## config.mk

```make
export PLATFORM = sky130hd
export DESIGN_NAME = kfpc_dma_bus_arbiter
export DESIGN_NICKNAME = d
export VERILOG_FILES = /design/src/rtl/kfpc_dma_arbiter_pkg.sv /design/src/rtl/kfpc_dma_page_registers.sv /design/src/rtl/kfpc_dma_bus_arbiter.sv
export SDC_FILE = /design/constraint.sdc
export NUM_CORES = 1
export LEC_CHECK = 0
export BUFFER_PORTS_ARGS = -buffer_cell sky130_fd_sc_hd__buf_2
export CAP_MARGIN = 20
export CORE_MARGIN = 2
export CORE_UTILIZATION = 40
export DETAILED_ROUTE_END_ITERATION = 8
export GPL_TIMING_DRIVEN = 1
export PLACE_DENSITY = 0.68
export SKIP_LAST_GASP = 1
export SYNTH_ARGS = -nofsm -noshare
export SYNTH_HDL_FRONTEND = slang
export SYNTH_SLANG_ARGS = --single-unit
```

## constraint.sdc

```tcl
create_clock -name clock -period 2.5 [get_ports clock]
set_clock_uncertainty 0.1 [all_clocks]
set_input_delay 0.25 -clock clock [delete_from_list [all_inputs] [get_ports clock]]
set_output_delay 0.25 -clock clock [all_outputs]
set_load 0.01 [all_outputs]
```

## src/rtl/kfpc_dma_arbiter_pkg.sv

```systemverilog
// Shared types and constants for the 8088/DMA bus arbiter and its XT page registers.
package kfpc_dma_arbiter_pkg;

  typedef enum logic [1:0] {
    StIdle,
    StSync,
    StGrant,
    StRelease
  } arb_state_e;

  // XT page-register I/O offsets within 0x80-0x87.
  localparam logic [2:0] PageAddrCh0 = 3'd7;
  localparam logic [2:0] PageAddrCh1 = 3'd3;
  localparam logic [2:0] PageAddrCh2 = 3'd1;
  localparam logic [2:0] PageAddrCh3 = 3'd2;

  // Returns {valid, channel[1:0]} for a page-register I/O offset.
  function automatic logic [2:0] page_channel(input logic [2:0] addr);
    logic [2:0] result;
    case (addr)
      PageAddrCh0: result = {1'b1, 2'd0};
      PageAddrCh1: result = {1'b1, 2'd1};
      PageAddrCh2: result = {1'b1, 2'd2};
      PageAddrCh3: result = {1'b1, 2'd3};
      default:     result = 3'b000;
    endcase
    return result;
  endfunction

endpackage

```

## src/rtl/kfpc_dma_page_registers.sv

```systemverilog
// XT DMA page registers: edge-detected CPU writes, channel mux on DACK, optional readback
// (enabled by KFPC_DMA_PAGE_READBACK_EN).
module kfpc_dma_page_registers
  import kfpc_dma_arbiter_pkg::*;
#(
  parameter int unsigned PAGE_WIDTH = 4
) (
  input  logic                  clock,
  input  logic                  reset_n,
  input  logic                  page_cs_n,
  input  logic [2:0]            page_address,
  input  logic                  io_write_n,
  input  logic                  io_read_n,
  input  logic [7:0]            data_bus_in,
  input  logic                  bus_owner,
  input  logic [3:0]            dma_acknowledge,
  output logic [PAGE_WIDTH-1:0] page_select,
  output logic [7:0]            data_bus_out
);

  logic [PAGE_WIDTH-1:0] page_q [4];
  logic                  write_n_q;
  logic [2:0]            map;
  logic                  write_stb;

  assign map = page_channel(page_address);
  // One write per strobe: only the first low cycle after io_write_n was high counts.
  assign write_stb = ~page_cs_n & ~io_write_n & write_n_q & ~bus_owner & map[2];

  always_ff @(posedge clock or negedge reset_n) begin
    if (!reset_n) begin
      write_n_q <= 1'b1;
      for (int i = 0; i < 4; i++) page_q[i] <= '0;
    end else begin
      write_n_q <= io_write_n;
      if (write_stb) page_q[map[1:0]] <= data_bus_in[PAGE_WIDTH-1:0];
    end
  end

  // Lowest set DACK bit wins.
  always_comb begin
    page_select = '0;
    if (dma_acknowledge[0])      page_select = page_q[0];
    else if (dma_acknowledge[1]) page_select = page_q[1];
    else if (dma_acknowledge[2]) page_select = page_q[2];
    else if (dma_acknowledge[3]) page_select = page_q[3];
  end

`ifdef KFPC_DMA_PAGE_READBACK_EN
  logic [7:0] read_q;

  always_ff @(posedge clock or negedge reset_n) begin
    if (!reset_n) begin
      read_q <= 8'h00;
    end else if (~page_cs_n & ~io_read_n) begin
      read_q <= map[2] ? 8'(page_q[map[1:0]]) : 8'h00;
    end
  end

  assign data_bus_out = read_q;
`else
  logic unused_read;
  assign unused_read  = io_read_n;
  assign data_bus_out = 8'h00;
`endif

  logic unused_data;
  assign unused_data = ^data_bus_in;

endmodule

```

## src/rtl/kfpc_dma_bus_arbiter.sv

```systemverilog
// 8088/DMA system-bus handover FSM with XT page-register address extension.
// Page readback is enabled by defining KFPC_DMA_PAGE_READBACK_EN.
module kfpc_dma_bus_arbiter
  import kfpc_dma_arbiter_pkg::*;
#(
  parameter int unsigned SYNC_CYCLES    = 2,
  parameter int unsigned RELEASE_CYCLES = 1,
  parameter int unsigned PAGE_WIDTH     = 4
) (
  input  logic                   clock,
  input  logic                   reset_n,
  input  logic                   page_cs_n,
  input  logic [2:0]             page_address,
  input  logic                   io_write_n,
  input  logic                   io_read_n,
  input  logic [7:0]             data_bus_in,
  output logic [7:0]             data_bus_out,
  input  logic                   hold_request,
  input  logic                   cpu_bus_idle,
  input  logic                   cpu_lock_n,
  output logic                   hold_acknowledge,
  output logic                   dma_bus_owner,
  input  logic [3:0]             dma_acknowledge,
  input  logic [15:0]            dma_address_in,
  output logic [16+PAGE_WIDTH-1:0] dma_address_out
);

  localparam logic [3:0] SyncMax = 4'(SYNC_CYCLES);
  localparam logic [3:0] RelMax  = 4'(RELEASE_CYCLES);

  arb_state_e            state_q, state_d;
  logic [3:0]            sync_cnt_q, sync_cnt_d;
  logic [3:0]            rel_cnt_q, rel_cnt_d;
  logic                  hlda_q, hlda_d;
  logic                  owner_q, owner_d;
  logic [PAGE_WIDTH-1:0] page_select;

  always_ff @(posedge clock or negedge reset_n) begin
    if (!reset_n) begin
      state_q    <= StIdle;
      sync_cnt_q <= '0;
      rel_cnt_q  <= '0;
      hlda_q     <= 1'b0;
      owner_q    <= 1'b0;
    end else begin
      state_q    <= state_d;
      sync_cnt_q <= sync_cnt_d;
      rel_cnt_q  <= rel_cnt_d;
      hlda_q     <= hlda_d;
      owner_q    <= owner_d;
    end
  end

  always_comb begin
    state_d    = state_q;
    sync_cnt_d = sync_cnt_q;
    rel_cnt_d  = rel_cnt_q;
    hlda_d     = hlda_q;
    owner_d    = owner_q;
    unique case (state_q)
      StIdle: begin
        if (hold_request) begin
          state_d    = StSync;
          sync_cnt_d = '0;
        end
      end
      StSync: begin
        if (!hold_request) begin
          state_d = StIdle;
        end else if (sync_cnt_q == SyncMax) begin
          state_d = StGrant;
          hlda_d  = 1'b1;
          owner_d = 1'b1;
        end else if (cpu_bus_idle && cpu_lock_n) begin
          sync_cnt_d = sync_cnt_q + 4'd1;
        end else begin
          sync_cnt_d = '0;
        end
      end
      StGrant: begin
        if (!hold_request) begin
          hlda_d    = 1'b0;
          rel_cnt_d = '0;
          if (RelMax == 4'd0) begin
            owner_d = 1'b0;
            state_d = StIdle;
          end else begin
            state_d = StRelease;
          end
        end
      end
      StRelease: begin
        // Turnaround: keep CPU drivers off the bus; a new request waits for IDLE.
        if ((rel_cnt_q + 4'd1) >= RelMax) begin
          owner_d = 1'b0;
          state_d = StIdle;
        end else begin
          rel_cnt_d = rel_cnt_q + 4'd1;
        end
      end
      default: state_d = StIdle;
    endcase
  end

  assign hold_acknowledge = hlda_q;
  assign dma_bus_owner    = owner_q;
  assign dma_address_out  = {page_select, dma_address_in};

  kfpc_dma_page_registers #(
    .PAGE_WIDTH(PAGE_WIDTH)
  ) u_page_registers (
    .clock           (clock),
    .reset_n         (reset_n),
    .page_cs_n       (page_cs_n),
    .page_address    (page_address),
    .io_write_n      (io_write_n),
    .io_read_n       (io_read_n),
    .data_bus_in     (data_bus_in),
    .bus_owner       (owner_q),
    .dma_acknowledge (dma_acknowledge),
    .page_select     (page_select),
    .data_bus_out    (data_bus_out)
  );

endmodule

```

==> metrics.yaml, run 1 <==
drt:
  dr_total_vias: 1179
  drc: 0
  antenna_left: 0
  wirelength_mm: 3.380
  wl_per_cell_microns: 15.23
  firstDrtPassIters: 6
  first_iter_violations: 56
  vias_per_cell: 5.311
floorplan:
  die_w_microns: 69.37
  io_pins: 69
  num_rows: 23
  die_h_microns: 69.37
  coreArea_sq_um: 4058
  start_util: 0.4212
  die_area_sq_um: 4812
yosys:
  ys_seq_area_frac: 0.4253
  ys_async_sr_fraction: 1.000
  synth_compound_area_frac: 0.1274
  synthSimpleGateAreaFrac: 0.1874
  ys_warn_count: 0
  synth_top_family_by_area: "simple AND/OR/NAND/NOR gates"
  synth_cell_types: 44
  synth-xor-area-share: 0
  synth-seq-cells: 29
  synth-main-ff-cell: "dfrtp_1"
  netlist_area_sq_um: 1709
  syn_inst: 157
  yosys.area_share.adder: 0.02928
  muxShareOfSynthArea: 0.1054
  avgSynthCellArea_sq_um: 10.89
  synth_edf_count: 0
clock_network:
  postCtsSetupBuffers: 0
  clk_latency_ns: 0.27
  clockRootBuffer: "clkbuf_8"
  clock_sinks: 29
  clockBufferDepth: 2
  ctsResizeCount: 0
  clkTransAtPathRegs_ns: 0.06
  cts_tree: "built"
  hold_buffers: 2
  cts_buffers: 5
  h-tree-depth: 2
run_status:
  status: "finished clean"
grt:
  grt.met3_usage: 0.04651
  met2_usage: 0.2511
  antenna_found_initial: 0
  grtUsageTotal: 0.1450
  busiest_layer: "met2"
  use_met1: 0.1706
  grt_pass1_wl_mm: 5.692
  grt_max_degree: 30
  grt_pass1_vias: 1191
  grt_overflow: 0
placed_design:
  pre_cts_slack_ns: 0.4450
  hpwl_mm: 2.578
  place_area_sq_um: 1733
  port_buffers: 23
  gp_congestion: 0.8143
hold_path:
  worstHoldPathType: "in -> reg"
  hold_end: "u_page_registers.page_q[6]"
  holdPathStages: 2
  holdCritStartpoint: "data_bus_in[2]"
finish:
  syn2layout_area_growth_pct: 9.370
  fin_nets: 214
  antenna_cells: 0
  layout-drive-gt1-share: 0.2674
  stdcell_area_sq_um: 1869
setup_path:
  worstPathMaxFanout: 4
  r2r_start: "rel_cnt_q[0]"
  r2r_cells: 5
  reg2reg_to: "rel_cnt_q[1]"
  cp-start-kind: "input pin"
  worstPathRequired_ns: 2.56
  critPathCaptureType: "flop"
  reg2reg_slack_ns: 0.44
  cp.arrival_ns: 2.26
  worstSetupPathType: "in -> reg"
timing:
  rsz0062_at_grt: "false"
  finalHoldViolCount: 0
  period_minus_slack_ns: 2.205
  totalNegativeSetupSlack_ns: 0
  worst_slack_ns: 0.2955
  slew_viol_final: 0
  slew_headroom: 0.5620
  max_freq_ghz: 0.4536
  tightest_slew_ns: 0.6570
  setup_violations: 0
  period_share: 0.8818
power_and_ir_drop:
  cellPowerDensity_nw_per_um2: 659.2
  ir_drop_v: 0.0003057
  p_leak_nw: 0.8775
flow_run:
  max-cap-violations: 0
[cell type report]
type / instances / area (sq um)
Clock buffer: 7 / 86.33
Clock inverter: 1 / 30.03
Fill cell: 371 / 2188
Inverter: 6 / 22.52
Multi-Input combinational cell: 103 / 798.3
Sequential cell: 29 / 726.9
Tap cell: 50 / 62.56
Timing Repair Buffer: 26 / 142.6
[layout by cell type, fill, tap and decap left out, drive strengths merged, types with 3 or more instances in the layout]
cell,netlist,layout
dfrtp,28,28
buf,24,24
mux2,16,16
nand2,12,12
conb,1,8
nor2b,7,7
clkbuf,2,7
inv,6,6
o21ai,5,5
o31ai,4,4
nor2,4,4
ha,4,4
a221oi,3,3
nand3,3,3
nand2b,3,3
[report_power, final]
part           switching (W)  internal [W]  total [W]
registers          0.0000361      0.000532   0.000568
logic              0.0000858     0.0000803   0.000166
clock network       0.000174      0.000325   0.000498
[worst max-delay path, cell delays in order]
cell           delay, ns
dlygate4sd3_1       0.53
buf_2               0.13
or4b_4              0.60
nor4b_4             0.39
mux2_1              0.36
[per-layer routing]
metal	up-vias	routed length, microns
li1	572	-
met1	560	1456
met2	39	1670
met3	8	212
met4	0	40
met5	-	0
[flip-flops by register name, summed over array words and instances (netlist names), named ones only]
| signal | count |
|---|---|
| dma_bus_owner | 1 |
| hold_acknowledge | 1 |
| rel_cnt_q | 4 |
| state_q | 1 |
| sync_cnt_q | 4 |
| u_page_registers.page_q | 16 |
| u_page_registers.write_n_q | 1 |
[cells by family (layout without fill, tap and decap cells)]
group | after synthesis | in the layout
other | 1 | 8
buffers and inverters | 32 | 40
AND/OR/NAND/NOR | 46 | 46
flip-flops | 29 | 29
multiplexers | 16 | 16
AO/OA/AOI/OAI | 29 | 29
adder cells (fa/ha/maj) | 4 | 4
[cells in the mapped netlist (all sizes together), types with 3 or more instances]
master,instances,area share
inv,6,0.013
nand2b,3,0.011
buf,24,0.11
dfrtp,28,0.41
mux2,16,0.11
ha,4,0.029
nand2,12,0.026
o31ai,4,0.018
nor2,4,0.0088
o21ai,5,0.015
nand3,3,0.0088
a221oi,3,0.015
nor2b,7,0.026
[metrics by stage]
stage	instances	utilization	hold slack, ns	power (W)
2_1_floorplan	164	-	-0.1456	0.0007029
3_3_place_gp	212	0.4271	0.2012	0.0007297
3_5_place_dp	212	0.4271	0.2202	0.0007424
4_1_cts	222	0.4607	0.1423	0.001247
5_1_grt	222	0.4607	0.1442	0.001293
6_report	222	0.4607	0.1396	0.001232
[how the worst max path moves through the flow]
stage | startpoint | to | slack [ns]
global placement | u_page_registers.write_n_q | u_page_registers.page_q[6] | 0.51
global route | io_write_n | u_page_registers.page_q[14] | 0.22
detailed placement | rel_cnt_q[0] | rel_cnt_q[1] | 0.45
CTS | io_write_n | u_page_registers.page_q[4] | 0.27
floorplan | u_page_registers.write_n_q | u_page_registers.page_q[0] | 0.61
finish | io_write_n | u_page_registers.page_q[4] | 0.30
(Power assumes the default switching activity.)
==> run 2, diff against run 1 <==
--- a/config.mk
+++ b/config.mk
@@ -5,13 +5,14 @@
 export SDC_FILE = /design/constraint.sdc
 export NUM_CORES = 1
 export LEC_CHECK = 0
+export ABC_AREA = 1
 export BUFFER_PORTS_ARGS = -buffer_cell sky130_fd_sc_hd__buf_2
 export CAP_MARGIN = 20
 export CORE_MARGIN = 2
 export CORE_UTILIZATION = 40
 export DETAILED_ROUTE_END_ITERATION = 8
 export GPL_TIMING_DRIVEN = 1
-export PLACE_DENSITY = 0.68
+export PLACE_DENSITY = 0.74
 export SKIP_LAST_GASP = 1
 export SYNTH_ARGS = -nofsm -noshare
 export SYNTH_HDL_FRONTEND = slang
==> metrics.yaml, run 2 <==
yosys:
  avgSynthCellArea_sq_um: 7.617  # -30%
  ys_async_sr_fraction: 1.000  # unchanged
  synth_cell_types: 17  # -61%
  ys_seq_area_frac: 0.4398  # +0.01449
  synth_common_cells: "nand2_1 (65), inv_1 (29), dfrtp_1 (28), buf_4 (24), o21ai_0 (22)"
  yosys.area.top_type: "dfrtp_1"
  ys_warn_count: 0  # unchanged
  ys_top_cells_by_area: "dfrtp_1 (42%), nand2_1 (15%), buf_4 (11%), o21ai_0 (6.7%), inv_1 (6.6%)"
  netlist_area_sq_um: 1653  # -3.3%
  yosysMostFrequentCell: "nand2_1"
  synth-main-ff-cell: "dfrtp_1"
  synth-seq-cells: 29  # unchanged
  yosys.area.top_type_share: 0.4239  # +0.01397
  syn_inst: 217  # +38%
  synth_edf_count: 0  # unchanged
drt:
  wirelength_mm: 3.066  # -9.3%
  firstDrtPassIters: 4  # -2
  first_iter_violations: 37  # -34%
  antenna_left: 0  # unchanged
  dr_total_vias: 1314  # +11%
  vias_per_cell: 4.660  # -12%
  wl_per_cell_microns: 10.87  # -29%
  drc: 0  # unchanged
timing:
  max_freq_ghz: 0.6127  # +35%
  period_share: 0.6528  # -0.2290
  finalHoldViolCount: 0  # unchanged
  setup_violations: 0  # unchanged
  tightest_slew_ns: 0.6598  # +0.002765 ns
  slew_viol_final: 0  # unchanged
  period_minus_slack_ns: 1.632  # -0.5725 ns
  rsz0062_at_grt: "false"
  totalNegativeSetupSlack_ns: 0  # unchanged
  slew_headroom: 0.5602  # -0.001844
clock_network:
  ctsResizeCount: 0  # unchanged
  postCtsSetupBuffers: 0  # unchanged
  clockRootBuffer: "clkbuf_8"
  h-tree-depth: 2  # unchanged
  clk_latency_ns: 0.28  # about the same
  cts_tree: "built"
  clkTransAtPathRegs_ns: 0.07  # about the same
  cts_buffers: 5  # unchanged
  clock_sinks: 29  # unchanged
  clockBufferDepth: 2  # unchanged
floorplan:
  die_area_sq_um: 4662  # -3.1%
  start_util: 0.4132  # -0.008015
  die_w_microns: 68.28  # -1.6%
  io_pins: 69  # unchanged
  die_h_microns: 68.28  # -1.6%
  coreArea_sq_um: 4000  # -1.4%
  num_rows: 23  # unchanged
grt:
  grtUsageTotal: 0.1494  # +0.004399
  grt_pass1_wl_mm: 4.954  # -13%
  grt_max_degree: 30  # unchanged
  grt_overflow: 0  # unchanged
  grt_pass1_vias: 1235  # +3.7%
  antenna_found_initial: 0  # unchanged
power_and_ir_drop:
  ir_drop_v: 0.0006044  # +98%
  p_leak_nw: 1.007  # +15%
  cellPowerDensity_nw_per_um2: 821.6  # +25%
  power.total_w: 0.001486  # +21%
setup_path:
  cp.depth: 8  # +3
  worstSetupPathType: "in -> reg"
  critPathCaptureType: "flop"
  path_cells: "dlygate4sd3_1 -> buf_2 -> nor2_1 -> nand2_1 -> nor2_4 -> nand3_1 -> nand2_1 -> o21ai_0"
  cp_num_buf_inv: 2  # unchanged
  worstPathRequired_ns: 2.56  # about the same
  cp-start-kind: "input pin"
  cpPeakStageDelay_ns: 0.54  # -0.06 ns
  critPathSlowestCell: "dlygate4sd3_1"
  crit_top_cell: "nand2_1"
  r2r_cells: 8  # +3
  worstPathMaxFanout: 8  # +4
  path_delay_family: "simple AND/OR/NAND/NOR gates"
  cp.arrival_ns: 1.69  # -0.57 ns
finish:
  antenna_cells: 0  # unchanged
  top_regs: "u_page_registers.page_q (16), rel_cnt_q (4), sync_cnt_q (4)"
  fillers: 401  # +8.1%
  largest-register: "u_page_registers.page_q"
  final_cell_mix: "nand2_1 (65), inv_1 (29), dfrtp_1 (28), buf_2 (23), o21ai_0 (22)"
  largest_reg_flops: 16  # unchanged
  syn2layout_area_growth_pct: 9.463  # about the same
  fin_nets: 274  # +28%
  fin_cells: 282  # +27%
  layout_commonest_cell: "nand2_1"
  layout-drive-gt1-share: 0.1466  # -0.1209
  stdcell_area_sq_um: 1809  # -3.2%
hold_path:
  worstHoldPathType: "in -> reg"
  holdPathStages: 3  # +1
flow_run:
  max-cap-violations: 0  # unchanged
placed_design:
  dp.cells: 272  # +28%
  place_area_sq_um: 1673  # -3.5%
  port_buffers: 23  # unchanged
  gp_congestion: 0.8161  # +0.22%
  hpwl_mm: 2.223  # -14%
run_status:
  status: "finished clean"
## run 2: cell types whose count changed after synthesis, moves of 4 or more
cell	delta
nand3_1	+13
mux2_2	-8
nor2_1	+7
inv_1	+23
nor2b_1	-7
mux2_1	-8
nand2_1	+53
o31ai_1	-4
o21ai_0	+17
a21oi_1	+4
## run 2: worst register-to-register path: stages (launching register included)
cell	delay, ns
dfrtp_1	0.42
inv_1	0.09
ha_1	0.20
inv_1	0.06
nand3_1	0.10
nor2_4	0.13
nand3_2	0.15
nand3_1	0.12
nand2_1	0.06
## run 2: cell type report
class	instances	area [sq um]	area share
multi-input combinational	141	659.4	0.3645
tap	50	62.56	0.03458
sequential	29	726.9	0.4018
clock buffer	7	86.33	0.04772
timing repair buffer	25	135.1	0.07469
inverter	29	108.9	0.06017
clock inverter	1	30.03	0.01660
## run 2: through the flow
| stage | worst slack, ns | util | hold slack [ns] |
|---|---|---|---|
| after global placement | 1.038 | 0.4182 | 0.2107 |
| final | 0.8680 | 0.4523 | 0.1808 |
| after floorplan | 1.151 | - | -0.1456 |
| after global routing | 0.7963 | 0.4523 | 0.1935 |
| after CTS | 0.8881 | 0.4523 | 0.1810 |
| after detailed placement | 0.9809 | 0.4182 | 0.2176 |
## run 2: final timing paths
check                                            startpoint                          end  slack, ns
max in group asynchronous                           reset_n                sync_cnt_q[2]       1.43
worst min register to register  u_page_registers.page_q[13]  u_page_registers.page_q[13]       0.38
worst max register to register                 rel_cnt_q[0]                   state_q[0]       0.97
worst max-delay path                             io_write_n   u_page_registers.page_q[7]       0.87
worst min-delay path                         data_bus_in[3]   u_page_registers.page_q[3]       0.18
min in group asynchronous                           reset_n   u_page_registers.page_q[6]       0.43
## run 2: kinds of logic (layout without fill, tap and decap cells)
| logic type | after synthesis | count (layout) | share of synthesized area |
|---|---|---|---|
| AND/OR/NAND/NOR | 99 | 99 | 0.2551 |
| buffers and inverters | 54 | 62 | 0.1771 |
| flip-flops | 29 | 29 | 0.4398 |
| AO/OA/AOI/OAI | 28 | 28 | 0.08479 |
| adder cells (fa/ha/maj) | 4 | 4 | 0.03028 |
| XOR/XNOR | 2 | 2 | 0.01060 |
| other | 1 | 8 | 0.002269 |
## run 2: repair_timing
item / CTS / global route
hold buffers: 2 / 0
endpoints found under the hold margin: 29 / 0
setup endpoints to repair: 0 / 0
## run 2: per-layer routing
metal / track usage / wire [microns]
met5: 0 / 0
met4: 0.06500 / 42
met3: 0.07237 / 189
met2: 0.2512 / 1525
met1: 0.1582 / 1309
## run 2: where the power goes
part / total, W / internal [W] / leakage [nW] / switching [W]
Combinational: 0.000323 / 0.000127 / 0.566 / 0.000196
Sequential: 0.000659 / 0.000573 / 0.382 / 0.0000862
Clock: 0.000504 / 0.000325 / 0.0585 / 0.000180
==> run 3, diff against run 2 <==
==> constraint.sdc (replaced) <==
create_clock -name clock -period 1.7 [get_ports clock]
set_clock_uncertainty 0.1 [all_clocks]
set_input_delay 0.17 -clock clock [delete_from_list [all_inputs] [get_ports clock]]
set_output_delay 0.17 -clock clock [all_outputs]
set_load 0.01 [all_outputs]
==> metrics.yaml, run 3 (synthesis results as in run 2) <==
run_status:
  status: "finished clean"
setup_path:
  critPathSlowestCell: "dlygate4sd3_1"
  reg2reg_to: "state_q[0]"
  cp.depth: 8  # unchanged
  path_delay_family: "simple AND/OR/NAND/NOR gates"
  worstPathRequired_ns: 1.76  # -0.80 ns
  cp.arrival_ns: 1.62  # -0.07 ns
  worstSetupPathType: "in -> reg"
  cpPeakStageDelay_ns: 0.54  # about the same
  critPathCaptureType: "flop"
  path_cells: "dlygate4sd3_1 -> buf_2 -> nor2_1 -> nand2_1 -> nor2_4 -> nand3_1 -> nand2_1 -> o21ai_0"
  r2r_cells: 8  # unchanged
  cp-endpoint: "u_page_registers.page_q[7]"
  reg2reg_slack_ns: 0.22  # -0.75 ns
  critPathLaunch: "io_write_n"
  cp_num_buf_inv: 2  # unchanged
  cp-start-kind: "input pin"
  worstPathMaxFanout: 8  # unchanged
  crit_top_cell: "nand2_1"
  r2r_start: "rel_cnt_q[0]"
drt:
  drc: 0  # unchanged
  wirelength_mm: 3.036  # -0.98%
  antenna_left: 0  # unchanged
  dr_total_vias: 1288  # -2.0%
  wl_per_cell_microns: 10.77  # -0.98%
  vias_per_cell: 4.567  # -2.0%
  firstDrtPassIters: 4  # unchanged
  first_iter_violations: 52  # +41%
clock_network:
  clk_latency_ns: 0.29  # about the same
  cts_buffers: 5  # unchanged
  clockRootBuffer: "clkbuf_8"
  clock_sinks: 29  # unchanged
  clkTransAtPathRegs_ns: 0.06  # about the same
  clockBufferDepth: 2  # unchanged
  h-tree-depth: 2  # unchanged
  cts_tree: "built"
  ctsResizeCount: 0  # unchanged
grt:
  grt_overflow: 0  # unchanged
  grtUsageTotal: 0.1541  # +0.004756
  grt_pass1_wl_mm: 5.175  # +4.5%
  grt_max_degree: 30  # unchanged
  grt_pass1_vias: 1231  # -0.32%
  antenna_found_initial: 0  # unchanged
hold_path:
  worstHoldPathType: "in -> reg"
  holdCritStartpoint: "data_bus_in[3]"
finish:
  top_regs: "u_page_registers.page_q (16), rel_cnt_q (4), sync_cnt_q (4)"
  layout-drive-gt1-share: 0.1466  # unchanged
  multi_input_area_sq_um: 659.4  # unchanged
  largest_reg_flops: 16  # unchanged
  final_cell_mix: "nand2_1 (65), inv_1 (29), dfrtp_1 (28), buf_2 (23), o21ai_0 (22)"
  regArea_sq_um: 726.9  # unchanged
  largest-register: "u_page_registers.page_q"
  syn2layout_area_growth_pct: 9.463  # unchanged
  layout_commonest_cell: "nand2_1"
  antenna_cells: 0  # unchanged
  fin_nets: 274  # unchanged
  fillers: 394  # -1.7%
  fin_cells: 282  # unchanged
  final_util: 0.4523  # unchanged
floorplan:
  die_w_microns: 68.28  # unchanged
  coreArea_sq_um: 4000  # unchanged
  num_rows: 23  # unchanged
  start_util: 0.4132  # unchanged
  die_h_microns: 68.28  # unchanged
  die_area_sq_um: 4662  # unchanged
  io_pins: 69  # unchanged
timing:
  rsz0062_at_grt: "false"
  finalHoldViolCount: 0  # unchanged
  period_minus_slack_ns: 1.557
  period_share: 0.9161
  slew_headroom: 0.5725  # +0.01240
  max_freq_ghz: 0.6421
  totalNegativeSetupSlack_ns: 0  # unchanged
  slew_viol_final: 0  # unchanged
  tightest_slew_ns: 0.6412  # -0.01860 ns
  setup_violations: 0  # unchanged
power_and_ir_drop:
  ir_drop_v: 0.0008019  # +33%
  cellPowerDensity_nw_per_um2: 1208  # +47%
  p_leak_nw: 1.007  # unchanged
placed_design:
  gp_congestion: 0.8279  # +1.4%
  port_buffers: 23  # unchanged
  dp.cells: 272  # unchanged
  hpwl_mm: 2.193  # -1.3%
flow_run:
  max-cap-violations: 0  # unchanged
-- run 3: worst min path at each step --
stage | end | slack (ns) | cells after the start
after global routing | u_page_registers.page_q[13] | 0.10 | 3
final | u_page_registers.page_q[15] | 0.1 | 3
after floorplan | async pin | -0.23 | 0
after global placement | u_page_registers.page_q[5] | 0.13 | 1
after CTS | u_page_registers.page_q[15] | 0.1 | 3
after detailed placement | u_page_registers.page_q[5] | 0.14 | 1
-- run 3: power breakdown --
part           switching, W  total, W  internal [W]
Combinational      0.000288  0.000474      0.000186
Clock              0.000265  0.000742      0.000477
Sequential         0.000128  0.000970      0.000843
Total              0.000681   0.00219       0.00151
-- run 3: timing repair --
action,4_1_cts,5_1_grt
buffers inserted,0,0
endpoints found under the hold margin,29,0
hold buffers,2,0
-- run 3: worst reg2reg max path: stages, from the launching register on --
cell and delay (ns):
dfrtp_1 0.41, inv_1 0.09, ha_1 0.19, inv_1 0.05, nand3_1 0.10, nor2_4 0.13, nand3_2 0.14, nand3_1 0.12
nand2_1 0.06
-- run 3: per-layer routing --
| layer | wire [microns] | global-route usage | vias up |
|---|---|---|---|
| met5 | 0 | 0 | - |
| met3 | 210 | 0.06743 | 4 |
| met2 | 1498 | 0.2633 | 39 |
| li1 | - | - | 673 |
| met1 | 1293 | 0.1682 | 572 |
| met4 | 34 | 0.05750 | 0 |
-- run 3: per-stage QoR --
stage | instance area, sq um | total power (W) | hold slack (ns) | setup slack [ns]
after floorplan | 1679 | 0.001344 | -0.2256 | 0.3514
after global placement | 1673 | 0.001433 | 0.1330 | 0.2373
after detailed placement | 1673 | 0.001453 | 0.1365 | 0.2181
after CTS | 1809 | 0.002223 | 0.09583 | 0.1716
after global routing | 1809 | 0.002369 | 0.1050 | 0.05260
final | 1809 | 0.002186 | 0.09818 | 0.1427
-- run 3: final cells by class --
type | count | share of cell area
clock buffers | 7 | 0.04772
clock inverters | 1 | 0.01660
inverters | 29 | 0.06017
multi-input cells | 141 | 0.3645
flip-flops and latches | 29 | 0.4018
well taps | 50 | 0.03458
repair buffers | 25 | 0.07469
